[src/rtl/bop_alert_ctrl.sv]
// Alert controller for the buffer-overflow protection unit: edge-detects the
// detection flags, tracks load taint into JALR targets, and raises acked alerts.
module bop_alert_ctrl #(
  parameter int TAINT_WINDOW = 8,
  parameter int MAX_ALERTS   = 4,
  parameter int CNT_W        = 4
) (
  input  logic             clk_i,
  input  logic             rst_i,
  input  logic             en_i,
  input  logic             clear_i,
  input  logic             illegal_load_i,
  input  logic             lb_crash_i,
  input  logic             load_in_range_i,
  input  logic [6:0]       load_reg_i,
  input  logic             commit_valid_i,
  input  logic [31:0]      commit_pc_i,
  input  logic             commit_is_jalr_i,
  input  logic [4:0]       commit_rs1_i,
  input  logic [4:0]       commit_rd_i,
  output logic             alert_req_o,
  output logic [1:0]       alert_cause_o,
  output logic [31:0]      alert_pc_o,
  input  logic             alert_ack_i,
  output logic [CNT_W-1:0] alert_count_o,
  output logic             halt_o
);

  localparam int TW_W = $clog2(TAINT_WINDOW + 1);
  localparam int IL = 0;
  localparam int LB = 1;
  localparam int TJ = 2;

  typedef enum logic [1:0] {IDLE, RAISE, LOCKED} state_e;

  function automatic logic [CNT_W-1:0] sat_inc(input logic [CNT_W-1:0] v);
    return (v == {CNT_W{1'b1}}) ? v : v + CNT_W'(1);
  endfunction

  state_e           state_q, state_d;
  logic             il_q, lb_q;
  logic [2:0]       pend_q, pend_d, clr_mask, ev;
  logic [2:0][31:0] epc_q, epc_d;
  logic [4:0]       taint_reg_q, taint_reg_d;
  logic [TW_W-1:0]  taint_cnt_q, taint_cnt_d;
  logic             taint_vld_q, taint_vld_d;
  logic             req_q, req_d;
  logic [1:0]       cause_q, cause_d;
  logic [31:0]      pc_q, pc_d;
  logic [CNT_W-1:0] cnt_q, cnt_d, cnt_inc;
  logic             have_pend, taint_ok, tj_ev;
  logic [1:0]       pick_cause;
  logic [31:0]      pick_pc;
  logic [2:0]       pick_mask;

  // Event detection: rising edges of the sticky flags and tainted JALR commits
  assign taint_ok = load_in_range_i & (load_reg_i[6:5] == 2'b00) & (load_reg_i[4:0] != 5'd0);
  assign tj_ev    = en_i & commit_valid_i & commit_is_jalr_i & taint_vld_q &
                    (commit_rs1_i == taint_reg_q);
  assign ev[IL]   = en_i & illegal_load_i & ~il_q;
  assign ev[LB]   = en_i & lb_crash_i & ~lb_q;
  assign ev[TJ]   = tj_ev;

  assign cnt_inc   = sat_inc(cnt_q);
  assign have_pend = |pend_q;

  always_comb begin
    taint_reg_d = taint_reg_q;
    taint_cnt_d = taint_cnt_q;
    taint_vld_d = taint_vld_q;
    if (clear_i || !en_i) begin
      taint_vld_d = 1'b0;
    end else begin
      // The commit is judged against the old taint before a new one installs
      if (commit_valid_i && taint_vld_q) begin
        taint_cnt_d = taint_cnt_q - TW_W'(1);
        if (tj_ev || (taint_cnt_q == TW_W'(1)) ||
            (!commit_is_jalr_i && (commit_rd_i == taint_reg_q)))
          taint_vld_d = 1'b0;
      end
      if (taint_ok) begin
        taint_reg_d = load_reg_i[4:0];
        taint_cnt_d = TW_W'(TAINT_WINDOW);
        taint_vld_d = 1'b1;
      end
    end
  end

  always_comb begin
    pick_cause = 2'd0;
    pick_pc    = '0;
    pick_mask  = '0;
    if (pend_q[LB]) begin
      pick_cause = 2'd2;
      pick_pc    = epc_q[LB];
      pick_mask  = 3'b010;
    end else if (pend_q[IL]) begin
      pick_cause = 2'd1;
      pick_pc    = epc_q[IL];
      pick_mask  = 3'b001;
    end else if (pend_q[TJ]) begin
      pick_cause = 2'd3;
      pick_pc    = epc_q[TJ];
      pick_mask  = 3'b100;
    end
  end

  always_comb begin
    state_d  = state_q;
    req_d    = 1'b0;
    cause_d  = '0;
    pc_d     = '0;
    cnt_d    = cnt_q;
    clr_mask = '0;
    unique case (state_q)
      IDLE: begin
        if (have_pend) begin
          state_d  = RAISE;
          req_d    = 1'b1;
          cause_d  = pick_cause;
          pc_d     = pick_pc;
          clr_mask = pick_mask;
        end
      end
      RAISE: begin
        if (req_q) begin
          if (alert_ack_i) begin
            cnt_d = cnt_inc;
            if (cnt_inc == CNT_W'(MAX_ALERTS)) state_d = LOCKED;
            else if (!have_pend)               state_d = IDLE;
          end else begin
            req_d   = 1'b1;
            cause_d = cause_q;
            pc_d    = pc_q;
          end
        end else if (have_pend) begin
          // One-cycle gap after an ack, then the next pending cause goes out
          req_d    = 1'b1;
          cause_d  = pick_cause;
          pc_d     = pick_pc;
          clr_mask = pick_mask;
        end else begin
          state_d = IDLE;
        end
      end
      LOCKED:  state_d = LOCKED;
      default: state_d = IDLE;
    endcase
    if (clear_i) begin
      state_d = IDLE;
      req_d   = 1'b0;
      cause_d = '0;
      pc_d    = '0;
      cnt_d   = '0;
    end
  end

  // A cause already pending keeps its first PC unless it is being raised now
  always_comb begin
    pend_d = (pend_q & ~clr_mask) | ev;
    epc_d  = epc_q;
    for (int i = 0; i < 3; i++) begin
      if (ev[i] && (!pend_q[i] || clr_mask[i])) epc_d[i] = commit_pc_i;
    end
    if (clear_i) pend_d = '0;
  end

  always_ff @(posedge clk_i or posedge rst_i) begin
    if (rst_i) begin
      state_q     <= IDLE;
      il_q        <= 1'b0;
      lb_q        <= 1'b0;
      pend_q      <= '0;
      epc_q       <= '0;
      taint_reg_q <= '0;
      taint_cnt_q <= '0;
      taint_vld_q <= 1'b0;
      req_q       <= 1'b0;
      cause_q     <= '0;
      pc_q        <= '0;
      cnt_q       <= '0;
    end else begin
      state_q     <= state_d;
      il_q        <= illegal_load_i;
      lb_q        <= lb_crash_i;
      pend_q      <= pend_d;
      epc_q       <= epc_d;
      taint_reg_q <= taint_reg_d;
      taint_cnt_q <= taint_cnt_d;
      taint_vld_q <= taint_vld_d;
      req_q       <= req_d;
      cause_q     <= cause_d;
      pc_q        <= pc_d;
      cnt_q       <= cnt_d;
    end
  end

  assign alert_req_o   = req_q;
  assign alert_cause_o = cause_q;
  assign alert_pc_o    = pc_q;
  assign alert_count_o = cnt_q;
  assign halt_o        = (state_q == LOCKED);

endmodule

[config.mk]
export PLATFORM = sky130hd
export DESIGN_NAME = bop_alert_ctrl
export DESIGN_NICKNAME = d
export VERILOG_FILES = /design/src/rtl/bop_alert_ctrl.sv
export SDC_FILE = /design/constraint.sdc
export NUM_CORES = 1
export LEC_CHECK = 0
export CAP_MARGIN = 25
export CELL_PAD_IN_SITES_DETAIL_PLACEMENT = 0
export CELL_PAD_IN_SITES_GLOBAL_PLACEMENT = 1
export CORE_AREA = 4 4 145 105
export CTS_CLUSTER_SIZE = 20
export DETAILED_ROUTE_END_ITERATION = 10
export DIE_AREA = 0 0 149 109
export HOLD_SLACK_MARGIN = 0.12
export PLACE_DENSITY = 0.91
export REMOVE_ABC_BUFFERS = 1
export SLEW_MARGIN = 15
export SYNTH_ARGS = -nofsm -noshare
export SYNTH_HDL_FRONTEND = slang
export SYNTH_SLANG_ARGS = --single-unit
export TNS_END_PERCENT = 100
[constraint.sdc]
create_clock -name clk_i -period 8.85 [get_ports clk_i]
set_input_delay 1.77 -clock clk_i [delete_from_list [all_inputs] [get_ports clk_i]]
set_output_delay 1.77 -clock clk_i [all_outputs]
set_load 0.02 [all_outputs]
Word level (Yosys, flattened, before mapping)
Index checks and enable logic that the tools add are counted.
{"block": "word_totals", "output_inout_bits": 40, "ff_bits": 152, "wordCells": 118, "in_bits": 59}
{"block": "classes", "addsub": 2, "n_reduce_logical": 31, "mux": 46, "n_eq_ne": 9, "bitwise_logic": 16}
{"cell": "2-to-1 mux 32 bit", "n": 7}
{"cell": "one-hot mux 32 bit (2 select lines)", "n": 1}
{"cell": "2-to-1 mux 4 bit", "n": 7}
{"cell": "2-to-1 mux 2 bit", "n": 13}
{"cell": "2-to-1 mux 3 bit", "n": 6}
{"cell": "bitwise AND 1 bit", "n": 10}
{"cell": "equality test 5 bit", "n": 2}
{"cell": "2-to-1 mux 1 bit", "n": 8}
{"cell": "AND reduction 2 bit", "n": 4}
{"cell": "nonzero test 2 bit", "n": 4}
{"cell": "logical OR 1 bit", "n": 6}
{"cell": "one-hot mux 2 bit (3 select lines)", "n": 1}
{"cell": "one-hot mux 3 bit (2 select lines)", "n": 1}
{"cell": "nonzero test 3 bit", "n": 2}
{"cell": "logical AND 1 bit", "n": 5}
{"cell": "logical NOT 1 bit", "n": 5}
{"cell": "nonzero test 5 bit", "n": 1}
{"cell": "adder 4 x 1 -> 4 bit (second input constant)", "n": 1}
{"cell": "equality test 4 x 1 -> 1 bit (second input constant)", "n": 1}
{"cell": "equality test 4 x 3 -> 1 bit (second input constant)", "n": 1}
{"cell": "equality test 4 bit (second input constant)", "n": 1}
{"cell": "logical NOT 2 bit", "n": 2}
{"cell": "inequality test 4 bit (second input constant)", "n": 1}
{"cell": "one-hot mux 2 bit (2 select lines)", "n": 1}
{"cell": "other kinds (11)", "n": 13}

Longest topological paths before layout
Gate-level depths: netlist (run 1).
{"block": "logic_depth", "ltp_word": 10, "mapped_depth": 6}

Worst setup path after synthesis (run 1)
No wires, ideal clock.
{"block": "synth_timing", "path_kind": "input port to flip-flop", "start": "input load_reg_i[1]", "end": "register taint_reg_q[0]", "setup_time_ns": 0.125, "cell_stages": 3, "n_path_buf": 0, "setup_slack_ns": 5.760, "arrival_ns": 2.965, "path_cell_list": "or4_4 > o2111ai_4 > mux2_2"}
{"block": "synth_via", "elab_chain_len": 3}
{"item": "start: declaration", "line": "15", "rtl": "input logic [6:0] load_reg_i,"}
{"item": "nonzero test 5 bit", "line": "57", "rtl": "assign taint_ok = load_in_range_i & (load_reg_i[6:5] == 2'b00) & (load_reg_i[4:0] != 5'd0);"}
{"item": "bitwise AND 1 bit", "line": "57"}
{"item": "AND reduction 2 bit (no line)"}
{"item": "end signal: assignment", "line": "188", "rtl": "taint_reg_q <= taint_reg_d;"}
{"item": "end: declaration", "line": "44", "rtl": "logic [4:0] taint_reg_q, taint_reg_d;"}
Every way passes these cells.
A chain may end at the register's enable or synchronous reset.

Worst setup path in the final report (run 1)
{"block": "layout_timing", "start": "input en_i", "end": "register epc_q[70] in the netlist's numbering"}
{"block": "layout_via", "elab_chain_len": 5}
{"item": "start: declaration", "line": "10", "rtl": "input logic en_i,"}
{"item": "bitwise AND 1 bit (4 in series)", "line": "58", "rtl": "assign tj_ev = en_i & commit_valid_i & commit_is_jalr_i & taint_vld_q &"}
{"item": "logical AND 1 bit", "line": "163", "rtl": "if (ev[i] && (!pend_q[i] || clr_mask[i])) epc_d[i] = commit_pc_i;"}
{"item": "end signal: assignment", "line": "187", "rtl": "epc_q <= epc_d;"}
{"item": "end: declaration", "line": "43", "rtl": "logic [2:0][31:0] epc_q, epc_d;"}
Every way passes these cells.

==> results of run 1 <==
-- path summary, 6_finish.rpt --
check                                 start               end  slack (ps)  cells past startpoint
setup / recovery                       en_i         epc_q[70]        5100                      5
hold / removal             alert_cause_o[0]  alert_cause_o[0]         490                      2
setup reg to reg                 state_q[1]         epc_q[70]        6320                      4
hold reg to reg            alert_cause_o[0]  alert_cause_o[0]         490                      2
max in group asynchronous             rst_i         epc_q[86]        5820                      4
min in group asynchronous             rst_i    taint_cnt_q[0]        1850                      2
-- cells in the final DEF, fill, tap and decap left out, types with 4 or more instances in the layout --
cell	Yosys	layout
clkbuf_16	0	17
a22oi_1	65	65
o21ai_0	34	34
nor2b_1	7	5
mux2_2	68	68
clkinvlp_4	0	4
clkdlybuf4s50_1	0	98
nand3b_1	4	4
xor2_1	7	7
nand2_1	6	6
inv_1	6	5
nor2_1	13	13
buf_4	3	4
dfrtp_1	152	151
mux2_4	30	30
a21oi_1	7	7
xnor2_1	6	6
-- state kept, by name, indices dropped and copies added (netlist names) --
name and cells:
alert_cause_o 2, alert_count_o 4, alert_pc_o 32, alert_req_o 1, epc_q 96, il_q 1
lb_q 1, pend_q 3, state_q 2, taint_cnt_q 4, taint_reg_q 5, taint_vld_q 1
-- kinds of logic after synthesis --
| family | Yosys count | share of synthesized area, % |
|---|---|---|
| flip-flops | 152 | 58.0 |
| AND/OR/NAND/NOR | 55 | 5.15 |
| adder cells (fa/ha/maj) | 3 | 0.572 |
| AO/OA/AOI/OAI | 122 | 12.8 |
| buffers and inverters | 35 | 2.63 |
| multiplexers | 102 | 19.2 |
| XOR/XNOR | 13 | 1.73 |
-- area by class of cell --
type                       instances  share of cell area (%)
clock inverter                    10                    1.70
timing repair buffer             105                    12.9
tap                              190                    2.83
multi-input combinational        295                    31.3
inverter                           6                   0.328
sequential                       152                    45.4
clock buffer                      22                    5.65
-- routing by layer --
layer  global-route usage, %  up-vias  part of all wire [%]
li1                        -     1973                     -
met1                    27.3     2273                    47
met2                    30.5      120                    47
met3                    4.20        6                   5.5
met4                    5.03        0                  0.53
met5                       0        -                     0
-- metrics by stage --
| stage | area [um2] | setup WS, ps | total power (W) | instances | hold slack, ps |
|---|---|---|---|---|---|
| global placement | 7700 | 4760 | 0.000982 | 745 | 465 |
| global route | 8390 | 5000 | 0.00180 | 780 | 506 |
| finish | 8390 | 5100 | 0.00173 | 780 | 486 |
| detailed placement | 7730 | 4700 | 0.000996 | 746 | 477 |
| floorplan | 6410 | 2990 | 0.000918 | 453 | 459 |
| CTS | 8350 | 5130 | 0.00174 | 778 | 485 |
-- power by group through the flow --
stage / Clock (W) / Combinational, W / Sequential, W
finish: 0.000744 / 0.000172 / 0.000813
global route: 0.000785 / 0.000190 / 0.000821
CTS: 0.000755 / 0.000173 / 0.000812
detailed placement: 0 / 0.000172 / 0.000824
global placement: 0 / 0.000164 / 0.000818
floorplan: 0 / 0.000102 / 0.000816
-- worst register-to-register path: stages (launching register included) --
cell and delay (ps):
dfrtp_1 460, a211o_1 400, o21ai_2 220, nand4_4 710, mux2_4 620
==> Flow_metrics.wiki, run 1 <==
{| class="wikitable"
! Metric !! Value
|-
| Net total in the final layout || 639
|-
| Sinks on Clock Net || 152
|-
| WP data arrival || 4030 ps
|-
| Main area contributors after synthesis || dfrtp_1 (58%), mux2_2 (12%), a22oi_1 (7.4%), mux2_4 (6.9%), o21ai_0 (2.6%)
|-
| Number of distinct standard cells referenced by the synthesized netlist || 51
|-
| Part of the Yosys area used for sequential elements || 58.0%
|-
| Endpoint type of the worst setup path || flop
|-
| Commonest register cell after synthesis || dfrtp_1
|-
| Leakage dissipation || 3.59 nW
|-
| DR DRC count || 0
|-
| Tmin final || 3750 ps
|-
| Root Driver || clkbuf_16
|-
| Portion of the clock cycle consumed by the worst path in the final layout || 42.3%
|-
| Max Clock Freq || 0.267 GHz
|-
| Delay of the slowest cell on the worst path || 740 ps
|-
| Sequential cell area || 3800 um2
|-
| Total area of multi-input combinational cells || 2620 um2
|-
| Pre-Repair DR Iteration Count || 4
|-
| Maximum resistive drop on vdd || 164 uV
|-
| P&R area growth vs syn || 27.8%
|-
| Proportion of layout cells with a drive suffix above 1 || 25.1%
|-
| Net Sw Frac || 22.8%
|-
| First-pass GRT wire length || 24600 um
|-
| Row Count || 36
|-
| Count of pins over their slew limit || 0
|-
| Area of the core || 13800 um2
|-
| Required time of the critical path || 9140 ps
|-
| Insertion delay to the later sink of the worst-skew pair || 410 ps
|-
| Critical path cell sequence || clkdlybuf4s50_1, nand4_1, nor2_1, nand4_4, mux2_4
|-
| RSZ-0062 raised after global routing || false
|-
| ANT nets after route || 0
|-
| Final routed wirelength across all metal layers || 14700 um
|-
| Maximum net fanout on the critical path || 32
|-
| Last weighted congestion value of the routability-driven placer || 0.776
|-
| Buffering stage count on the worst path with inverters included || 1
|-
| Result of the run || complete, no violations
|-
| TritonCTS Buffers || 17
|-
| H-tree depth || 4
|-
| Count of buffers inserted at the top-level ports || 98
|-
| Critical path's top delay family || simple AND/OR/NAND/NOR gates
|-
| Post-detailed-route via-to-cell ratio || 5.61
|-
| Cell area after synthesis || 6560 um2
|-
| Startpoint-to-endpoint class of the critical path || primary input to flop
|-
| Cell type with the highest aggregate area in the netlist || dfrtp_1
|-
| CTS tree || yes
|-
| GR Util All Layers || 19.3%
|-
| Relative slew slack || 37.8%
|-
| Setup-violating endpoint count in the final report || 0
|-
| Filler Cell Count || 1059
|-
| Antenna violations before repair || 0
|-
| Power share of the combinational group || 10.0%
|-
| Total via count after detailed routing || 4372
|-
| Worst min-delay path class || flop to flop
|-
| Chip Width || 149 um
|-
| Diodes inserted || 0
|-
| Final hold viol count || 0
|-
| Worst path slowest cell || nand4_4
|-
| Max Buffers Root-to-Sink || 2
|-
| Number of global-route vias before repair || 4662
|-
| Share of Yosys cell area claimed by the top area cell type || 58.0%
|-
| Hold Buf Count CTS || 0
|-
| Async set or reset register ratio after synthesis || 100%
|-
| Number of instances resized during post-cts repair || 0
|-
| Post-CTS setup buffer count || 0
|-
| Net switching component of the power || 0.000395 W
|-
| Share of power burned in the clock network || 43.0%
|-
| Sum Neg Setup Slack || 0 ps
|-
| Register bit total from synthesis || 152
|-
| Transition at the pin with the smallest max-transition slack || 933 ps
|-
| Type of origin of the critical path || primary input
|-
| Overflow after GRT || 0
|-
| Maximum number of pins on one net before global-route repair || 79
|-
| Power per cell area || 206 nW/um2
|-
| List of most frequent post-synthesis cells || dfrtp_1 (152), mux2_2 (68), a22oi_1 (65)
|-
| Clock slew seen by the registers of the worst setup and hold paths || 60 ps
|-
| Area of the die || 16200 um2
|-
| Average wire per cell in the routed design || 18.9 um
|-
| # Max-Cap Violations || 0
|-
| Ports || 99
|-
| Effective utilization at floorplan || 47.6%
|-
| Final core occ || 60.9%
|-
| Drt first-iter violations || 347
|-
| P_int || 0.00133 W
|-
| Synth Instances || 482
|-
| Die Span Y || 109 um
|-
| Number of enable flip-flop cells after synthesis || 0
|-
| Relative contribution of sequential cells to total power || 47.0%
|-
| Final HPWL from detailed placement || 9330 um
|-
| Most numerous cell in the Yosys netlist || dfrtp_1
|-
| Worst Clk Skew || 8.70 ps
|-
| Post-Synthesis Mean Instance Area || 13.6 um2
|-
| Yosys warns || 0
|}
Note: power is estimated with default switching activity, not from simulation.
==> run 2, diff against run 1 <==
--- a/config.mk
+++ b/config.mk
@@ -8,12 +8,12 @@
 export CAP_MARGIN = 25
 export CELL_PAD_IN_SITES_DETAIL_PLACEMENT = 0
 export CELL_PAD_IN_SITES_GLOBAL_PLACEMENT = 1
-export CORE_AREA = 4 4 145 105
+export CORE_AREA = 4 4 159 115
 export CTS_CLUSTER_SIZE = 20
 export DETAILED_ROUTE_END_ITERATION = 10
-export DIE_AREA = 0 0 149 109
+export DIE_AREA = 0 0 163 119
 export HOLD_SLACK_MARGIN = 0.12
-export PLACE_DENSITY = 0.91
+export PLACE_DENSITY = 0.81
 export REMOVE_ABC_BUFFERS = 1
 export SLEW_MARGIN = 15
 export SYNTH_ARGS = -nofsm -noshare
==> constraint.sdc (replaced) <==
create_clock -name clk_i -period 3.3 [get_ports clk_i]
set_input_delay 0.66 -clock clk_i [delete_from_list [all_inputs] [get_ports clk_i]]
set_output_delay 0.66 -clock clk_i [all_outputs]
set_load 0.02 [all_outputs]
==> run 2 against run 1 <==
  * Via count down 0.50%
  * Flip-flop and latch count unchanged
  * Sequential power grew to 2.7 times the previous value
  * Core utilization decreased by 10 points
  * First-iteration DRC count fell by 30%
  * Final area rose by 1.4%
  * Combinational power rose to 2.7 times the previous value
  * Global-route usage fell by 2.8 points
  * Register-to-register slack got worse by 5300 ps
  * Setup slack got worse by 4200 ps
==> Flow_metrics.wiki, run 2 (same netlist as run 1, synthesis figures left out) <==
{| class="wikitable"
! Metric !! Value
|-
| Max Clock Freq || 0.420 GHz
|-
| Leakage dissipation || 3.64 nW (was 3.59 nW)
|-
| Layout Cell Area excl Fill || 8510 um2 (was 8390 um2)
|-
| Maximum resistive drop on vdd || 274 uV (was 164 uV)
|-
| Number of global-route vias before repair || 4715 (was 4662)
|-
| Effective utilization at floorplan || 39.0% (was 47.6%)
|-
| Hold Buf Count CTS || 0 (unchanged)
|-
| ANT nets after route || 0 (unchanged)
|-
| Setup-violating endpoint count in the final report || 0 (unchanged)
|-
| Most flop-heavy register || epc_q (unchanged)
|-
| Average wire per cell in the routed design || 18.5 um (was 18.9 um)
|-
| Row Count || 40 (was 36)
|-
| CTS tree || yes (unchanged)
|-
| Filler Cell Count || 1466 (was 1059)
|-
| Final setup margin || 919 ps (was 5100 ps)
|-
| Ports || 99 (unchanged)
|-
| Placed cell count || 792 (was 746)
|-
| First-pass GRT wire length || 25200 um (was 24600 um)
|-
| Die Span Y || 119 um (was 109 um)
|-
| Diodes inserted || 0 (unchanged)
|-
| Count of pins over their slew limit || 0 (unchanged)
|-
| Area of the core || 16800 um2 (was 13800 um2)
|-
| Required time of the critical path || 2640 ps (was 9140 ps)
|-
| Area of the die || 19400 um2 (was 16200 um2)
|-
| Drt first-iter violations || 244 (was 347)
|-
| Commonest non-fill, non-tap cells in the layout || dfrtp_1 (151), clkdlybuf4s50_1 (98), mux2_2 (68), a22oi_1 (65), o21ai_0 (34) (unchanged)
|-
| Post-detailed-route via-to-cell ratio || 5.28 (was 5.61)
|-
| H-tree depth || 4 (unchanged)
|-
| DR DRC count || 0 (unchanged)
|-
| TritonCTS Buffers || 17 (unchanged)
|-
| Final routed wirelength across all metal layers || 15300 um (was 14700 um)
|-
| Power per cell area || 575 nW/um2 (was 206 nW/um2)
|-
| Post-CTS setup buffer count || 0 (unchanged)
|-
| Portion of the clock cycle consumed by the worst path in the final layout || 72.1%
|-
| WP data arrival || 1720 ps (was 4030 ps)
|-
| Post-route non-filler standard cell count || 824 (was 780)
|-
| Result of the run || complete, no violations (unchanged)
|-
| Maximum number of pins on one net before global-route repair || 65 (was 79)
|-
| Final hold viol count || 0 (unchanged)
|-
| Sinks on Clock Net || 152 (unchanged)
|-
| Antenna violations before repair || 0 (unchanged)
|-
| Net total in the final layout || 642 (was 639)
|-
| Post-Place Worst Slack || 745 ps (was 4700 ps)
|-
| Number of instances resized during post-cts repair || 0 (unchanged)
|-
| Tmin final || 2380 ps
|-
| Last weighted congestion value of the routability-driven placer || 0.770 (was 0.776)
|-
| Final HPWL from detailed placement || 9840 um (was 9330 um)
|-
| Area post-placement || 7810 um2 (was 7730 um2)
|-
| Final-layout worst hold slack || 486 ps (about the same)
|-
| Most common cell after layout, fill and taps aside || dfrtp_1 (unchanged)
|-
| P&R area growth vs syn || 29.6% (was 27.8%)
|-
| Endpoint type of the worst setup path || output pin (was flop)
|-
| Transition at the pin with the smallest max-transition slack || 926 ps (was 933 ps)
|-
| Worst min-delay path class || flop to flop (unchanged)
|-
| Proportion of layout cells with a drive suffix above 1 || 25.6% (was 25.1%)
|-
| Clock slew seen by the registers of the worst setup and hold paths || 60 ps (about the same)
|-
| Max Buffers Root-to-Sink || 2 (unchanged)
|-
| Total via count after detailed routing || 4350 (was 4372)
|-
| RSZ-0062 raised after global routing || false (unchanged)
|-
| Pre-Repair DR Iteration Count || 5 (was 4)
|-
| Worst Clk Skew || 7.55 ps (was 8.70 ps)
|-
| Maximum net fanout on the critical path || 6 (was 32)
|-
| GR Util All Layers || 16.5% (was 19.3%)
|-
| Max FFs per register || 96 (unchanged)
|-
| Startpoint-to-endpoint class of the critical path || flop to output pin (was primary input to flop)
|-
| Insertion delay to the later sink of the worst-skew pair || 420 ps (was 410 ps)
|-
| Relative slew slack || 38.2% (was 37.8%)
|-
| Type of origin of the critical path || flop (was primary input)
|-
| Root Driver || clkbuf_16 (unchanged)
|-
| Overflow after GRT || 0 (unchanged)
|-
| Chip Width || 163 um (was 149 um)
|-
| Count of buffers inserted at the top-level ports || 98 (unchanged)
|-
| # Max-Cap Violations || 0 (unchanged)
|}
[run 2: critical path, stage by stage (launching register included)]
cell	delay [ps]
dfrtp_1	460
nor2b_1	220
clkdlybuf4s50_1	630
[run 2: report_power, final]
group	switching [W]	internal, W	total, W
clock	0.000746	0.00151	0.00226
sequential	0.000117	0.00206	0.00217
combinational	0.000196	0.000266	0.000462
total	0.00106	0.00383	0.00489
[run 2: worst paths after layout]
kind | from | endpoint | slack [ps] | cells past startpoint
worst min register to register | epc_q[25] | epc_q[25] | 490 | 1
max in group asynchronous | rst_i | pend_q[0] | 1950 | 3
worst min-delay path | epc_q[25] | epc_q[25] | 490 | 1
min in group asynchronous | rst_i | epc_q[69] | 650 | 2
worst max-delay path | state_q[1] | halt_o | 920 | 2
worst max register to register | pend_q[0] | epc_q[94] | 1040 | 4
[run 2: routing by layer]
layer / up-vias / wire [um] / part of all wire [%] / GRT usage [%]
li1: 1980 / - / - / -
met1: 2240 / 7160 / 47 / 23.4
met2: 117 / 7090 / 46 / 24.8
met3: 13 / 847 / 5.5 / 4.15
met4: 0 / 163 / 1.1 / 5.50
met5: - / 0 / 0 / 0
[run 2: final cells by class]
class	count	area, um2	area share, %
inverter	6	27.5	0.324
multi-input combinational	295	2620	30.8
sequential	152	3800	44.7
tap	231	289	3.40
clock buffer	19	443	5.21
clock inverter	13	249	2.93
timing repair buffer	108	1070	12.6
[run 2: metrics by stage]
stage / total power (W) / utilization (%) / TNS [ps]
2_1_floorplan: 0.00246 / - / -220870
3_3_place_gp: 0.00265 / 46.5 / 0
3_5_place_dp: 0.00268 / 46.5 / 0
4_1_cts: 0.00495 / 50.6 / 0
5_1_grt: 0.00511 / 50.6 / 0
6_report: 0.00489 / 50.6 / 0
==> run 3, diff against run 2 <==
==> constraint.sdc (replaced) <==
create_clock -name clk_i -period 2.1 [get_ports clk_i]
set_input_delay 0.42 -clock clk_i [delete_from_list [all_inputs] [get_ports clk_i]]
set_output_delay 0.42 -clock clk_i [all_outputs]
set_load 0.02 [all_outputs]
==> run 3 against run 2 <==
  * Combinational power rose by 65%
  * Routed wire length decreased by 0.14%
  * Final cell count rose by 1.6%
  * Via count is 0.62% higher
  * Total power rose by 48%
  * Final area rose by 1.2%
  * Register-to-register slack lost 780 ps
  * Flip-flop and latch count is the same
  * Clock skew increased by 3.2 ps
  * Sequential share of layout area decreased by 0.53 points
  * Largest power group is now sequential cells
==> Flow_metrics.wiki, run 3 (same netlist as run 1, synthesis figures left out) <==
{| class="wikitable"
! Metric !! Value
|-
| Portion of the clock cycle consumed by the worst path in the final layout || 95.8%
|-
| Startpoint-to-endpoint class of the critical path || flop to output pin (unchanged)
|-
| Power share of the combinational group || 10.5% (was 9.4%)
|-
| Type of origin of the critical path || flop (unchanged)
|-
| Maximum resistive drop on vdd || 484 uV (was 274 uV)
|-
| Launching point of the worst reg2reg path || state_q[1] (was pend_q[0])
|-
| First-pass GRT wire length || 25200 um (about the same)
|-
| Tmin final || 2010 ps
|-
| Proportion of layout cells with a drive suffix above 1 || 27.4% (was 25.6%)
|-
| # Max-Cap Violations || 0 (unchanged)
|-
| Post-CTS setup buffer count || 0 (unchanged)
|-
| Worst Clk Skew || 10.7 ps (was 7.55 ps)
|-
| Final hold viol count || 0 (unchanged)
|-
| Hold Buf Count CTS || 0 (unchanged)
|-
| Critical path cell sequence || clkdlybuf4s50_1 (was nor2b_1, clkdlybuf4s50_1)
|-
| Critical R2R Capture || epc_q[91] (was epc_q[94])
|-
| Power per cell area || 842 nW/um2 (was 575 nW/um2)
|-
| Area post-placement || 8010 um2 (was 7810 um2)
|-
| P&R area growth vs syn || 31.2% (was 29.6%)
|-
| ANT nets after route || 0 (unchanged)
|-
| Critical path's top delay family || buffers and inverters (unchanged)
|-
| CTS tree || yes (unchanged)
|-
| Transition at the pin with the smallest max-transition slack || 365 ps (was 926 ps)
|-
| Endpoint type of the worst setup path || output pin (unchanged)
|-
| Placed cell count || 805 (was 792)
|-
| Max Buffers Root-to-Sink || 2 (unchanged)
|-
| Root Driver || clkbuf_16 (unchanged)
|-
| Clock slew seen by the registers of the worst setup and hold paths || 60 ps (about the same)
|-
| Antenna violations before repair || 0 (unchanged)
|-
| Layout Cell Area excl Fill || 8610 um2 (was 8510 um2)
|-
| Total via count after detailed routing || 4377 (was 4350)
|-
| P_int || 0.00550 W (was 0.00383 W)
|-
| Sinks on Clock Net || 152 (unchanged)
|-
| Maximum net fanout on the critical path || 8 (was 6)
|-
| Share of power burned in the clock network || 42.4% (was 46.1%)
|-
| Final core occ || 51.2% (was 50.6%)
|-
| Worst path slowest cell || clkdlybuf4s50_1 (unchanged)
|-
| Overflow after GRT || 0 (unchanged)
|-
| Area of the die || 19400 um2 (unchanged)
|-
| Setup-violating endpoint count in the final report || 0 (unchanged)
|-
| Commonest non-fill, non-tap cells in the layout || dfrtp_1 (151), clkdlybuf4s50_1 (97), mux2_2 (68), a22oi_1 (65), o21ai_0 (34) (was dfrtp_1 (151), clkdlybuf4s50_1 (98), mux2_2 (68), a22oi_1 (65), o21ai_0 (34))
|-
| Diodes inserted || 0 (unchanged)
|-
| Net switching component of the power || 0.00175 W (was 0.00106 W)
|-
| Post-detailed-route via-to-cell ratio || 5.23 (was 5.28)
|-
| Final setup margin || 87.8 ps (was 919 ps)
|-
| Worst-case reg-to-reg path depth || 5 (was 4)
|-
| Pre-Repair DR Iteration Count || 4 (was 5)
|-
| Row Count || 40 (unchanged)
|-
| Most flop-heavy register || epc_q (unchanged)
|-
| RSZ-0062 raised after global routing || false (unchanged)
|-
| H-tree depth || 4 (unchanged)
|-
| Count of pins over their slew limit || 0 (unchanged)
|-
| Result of the run || complete, no violations (unchanged)
|-
| Number of global-route vias before repair || 4772 (was 4715)
|-
| WP data arrival || 1590 ps (was 1720 ps)
|-
| Die Span Y || 119 um (unchanged)
|-
| Area of the core || 16800 um2 (unchanged)
|-
| Count of buffers inserted at the top-level ports || 98 (unchanged)
|-
| Sum Neg Setup Slack || 0 ps (unchanged)
|-
| Last weighted congestion value of the routability-driven placer || 0.736 (was 0.770)
|-
| Post-Place Worst Slack || -104 ps (was 745 ps)
|-
| Chip Width || 163 um (unchanged)
|-
| Average wire per cell in the routed design || 18.2 um (was 18.5 um)
|-
| Leakage dissipation || 3.69 nW (was 3.64 nW)
|-
| Net Sw Frac || 24.1% (was 21.6%)
|-
| Ports || 99 (unchanged)
|-
| Final routed wirelength across all metal layers || 15200 um (was 15300 um)
|-
| GR Util All Layers || 16.4% (was 16.5%)
|-
| Worst min-delay path class || primary input to async pin (was flop to flop)
|-
| Max Clock Freq || 0.497 GHz
|-
| Insertion delay to the later sink of the worst-skew pair || 420 ps (about the same)
|-
| Relative slew slack || 75.5% (was 38.2%)
|-
| Drt first-iter violations || 251 (was 244)
|-
| TritonCTS Buffers || 17 (unchanged)
|-
| Delay of the slowest cell on the worst path || 670 ps (was 630 ps)
|-
| Max FFs per register || 96 (unchanged)
|-
| Net total in the final layout || 655 (was 642)
|-
| Effective utilization at floorplan || 39.0% (unchanged)
|-
| DR DRC count || 0 (unchanged)
|-
| Relative contribution of sequential cells to total power || 47.1% (was 44.4%)
|-
| Most common cell after layout, fill and taps aside || dfrtp_1 (unchanged)
|-
| Post-route non-filler standard cell count || 837 (was 824)
|-
| Setup slack of the worst register-to-register path || 260 ps (was 1040 ps)
|-
| Required time of the critical path || 1680 ps (was 2640 ps)
|-
| Maximum number of pins on one net before global-route repair || 59 (was 65)
|-
| Final HPWL from detailed placement || 10100 um (was 9840 um)
|-
| Buffering stage count on the worst path with inverters included || 1 (unchanged)
|}
run 3: power by group through the flow:
stage / logic (W) / clock network [W] / registers, W
6_report: 0.000761 / 0.00307 / 0.00342
5_1_grt: 0.000840 / 0.00326 / 0.00345
4_1_cts: 0.000776 / 0.00314 / 0.00342
3_5_place_dp: 0.000774 / 0 / 0.00347
3_3_place_gp: 0.000742 / 0 / 0.00344
2_1_floorplan: 0.000432 / 0 / 0.00344
run 3: timing repair:
action,CTS,global route
endpoints found under the hold margin,0,0
gates resized for setup,1,0
endpoints found under the setup margin,1,0
run 3: per-layer routing:
layer	track usage [%]	part of all wire (%)
met5	0	0
met1	22.7	47
met4	5.45	1.8
met3	4.08	5.1
met2	25.4	46
run 3: worst max-delay path by stage:
stage / from / endpoint / slack (ps) / cells past startpoint
floorplan: rst_i / alert_cause_o[0] / -2410 / 1
global placement: load_reg_i[1] / taint_reg_q[1] / -100 / 4
detailed placement: load_reg_i[1] / taint_reg_q[2] / -100 / 4
CTS: alert_count_o[0] / alert_count_o[0] / 70 / 1
global route: alert_count_o[0] / alert_count_o[0] / 20 / 1
finish: alert_count_o[0] / alert_count_o[0] / 90 / 1
run 3: final cells by class:
cell class | count | area, um2
Inverter | 6 | 27.5
Fill cell | 1436 | 8210
Sequential cell | 152 | 3800
Clock inverter | 13 | 145
Clock buffer | 19 | 453
Multi-Input combinational cell | 295 | 2620
Tap cell | 231 | 289
Timing Repair Buffer | 121 | 1260
run 3: metrics by stage:
| stage | hold slack, ps | power [W] |
|---|---|---|
| finish | 365 | 0.00725 |
| global route | 396 | 0.00755 |
| CTS | 365 | 0.00734 |
| detailed placement | 492 | 0.00425 |
| global placement | 468 | 0.00419 |
| floorplan | 451 | 0.00387 |
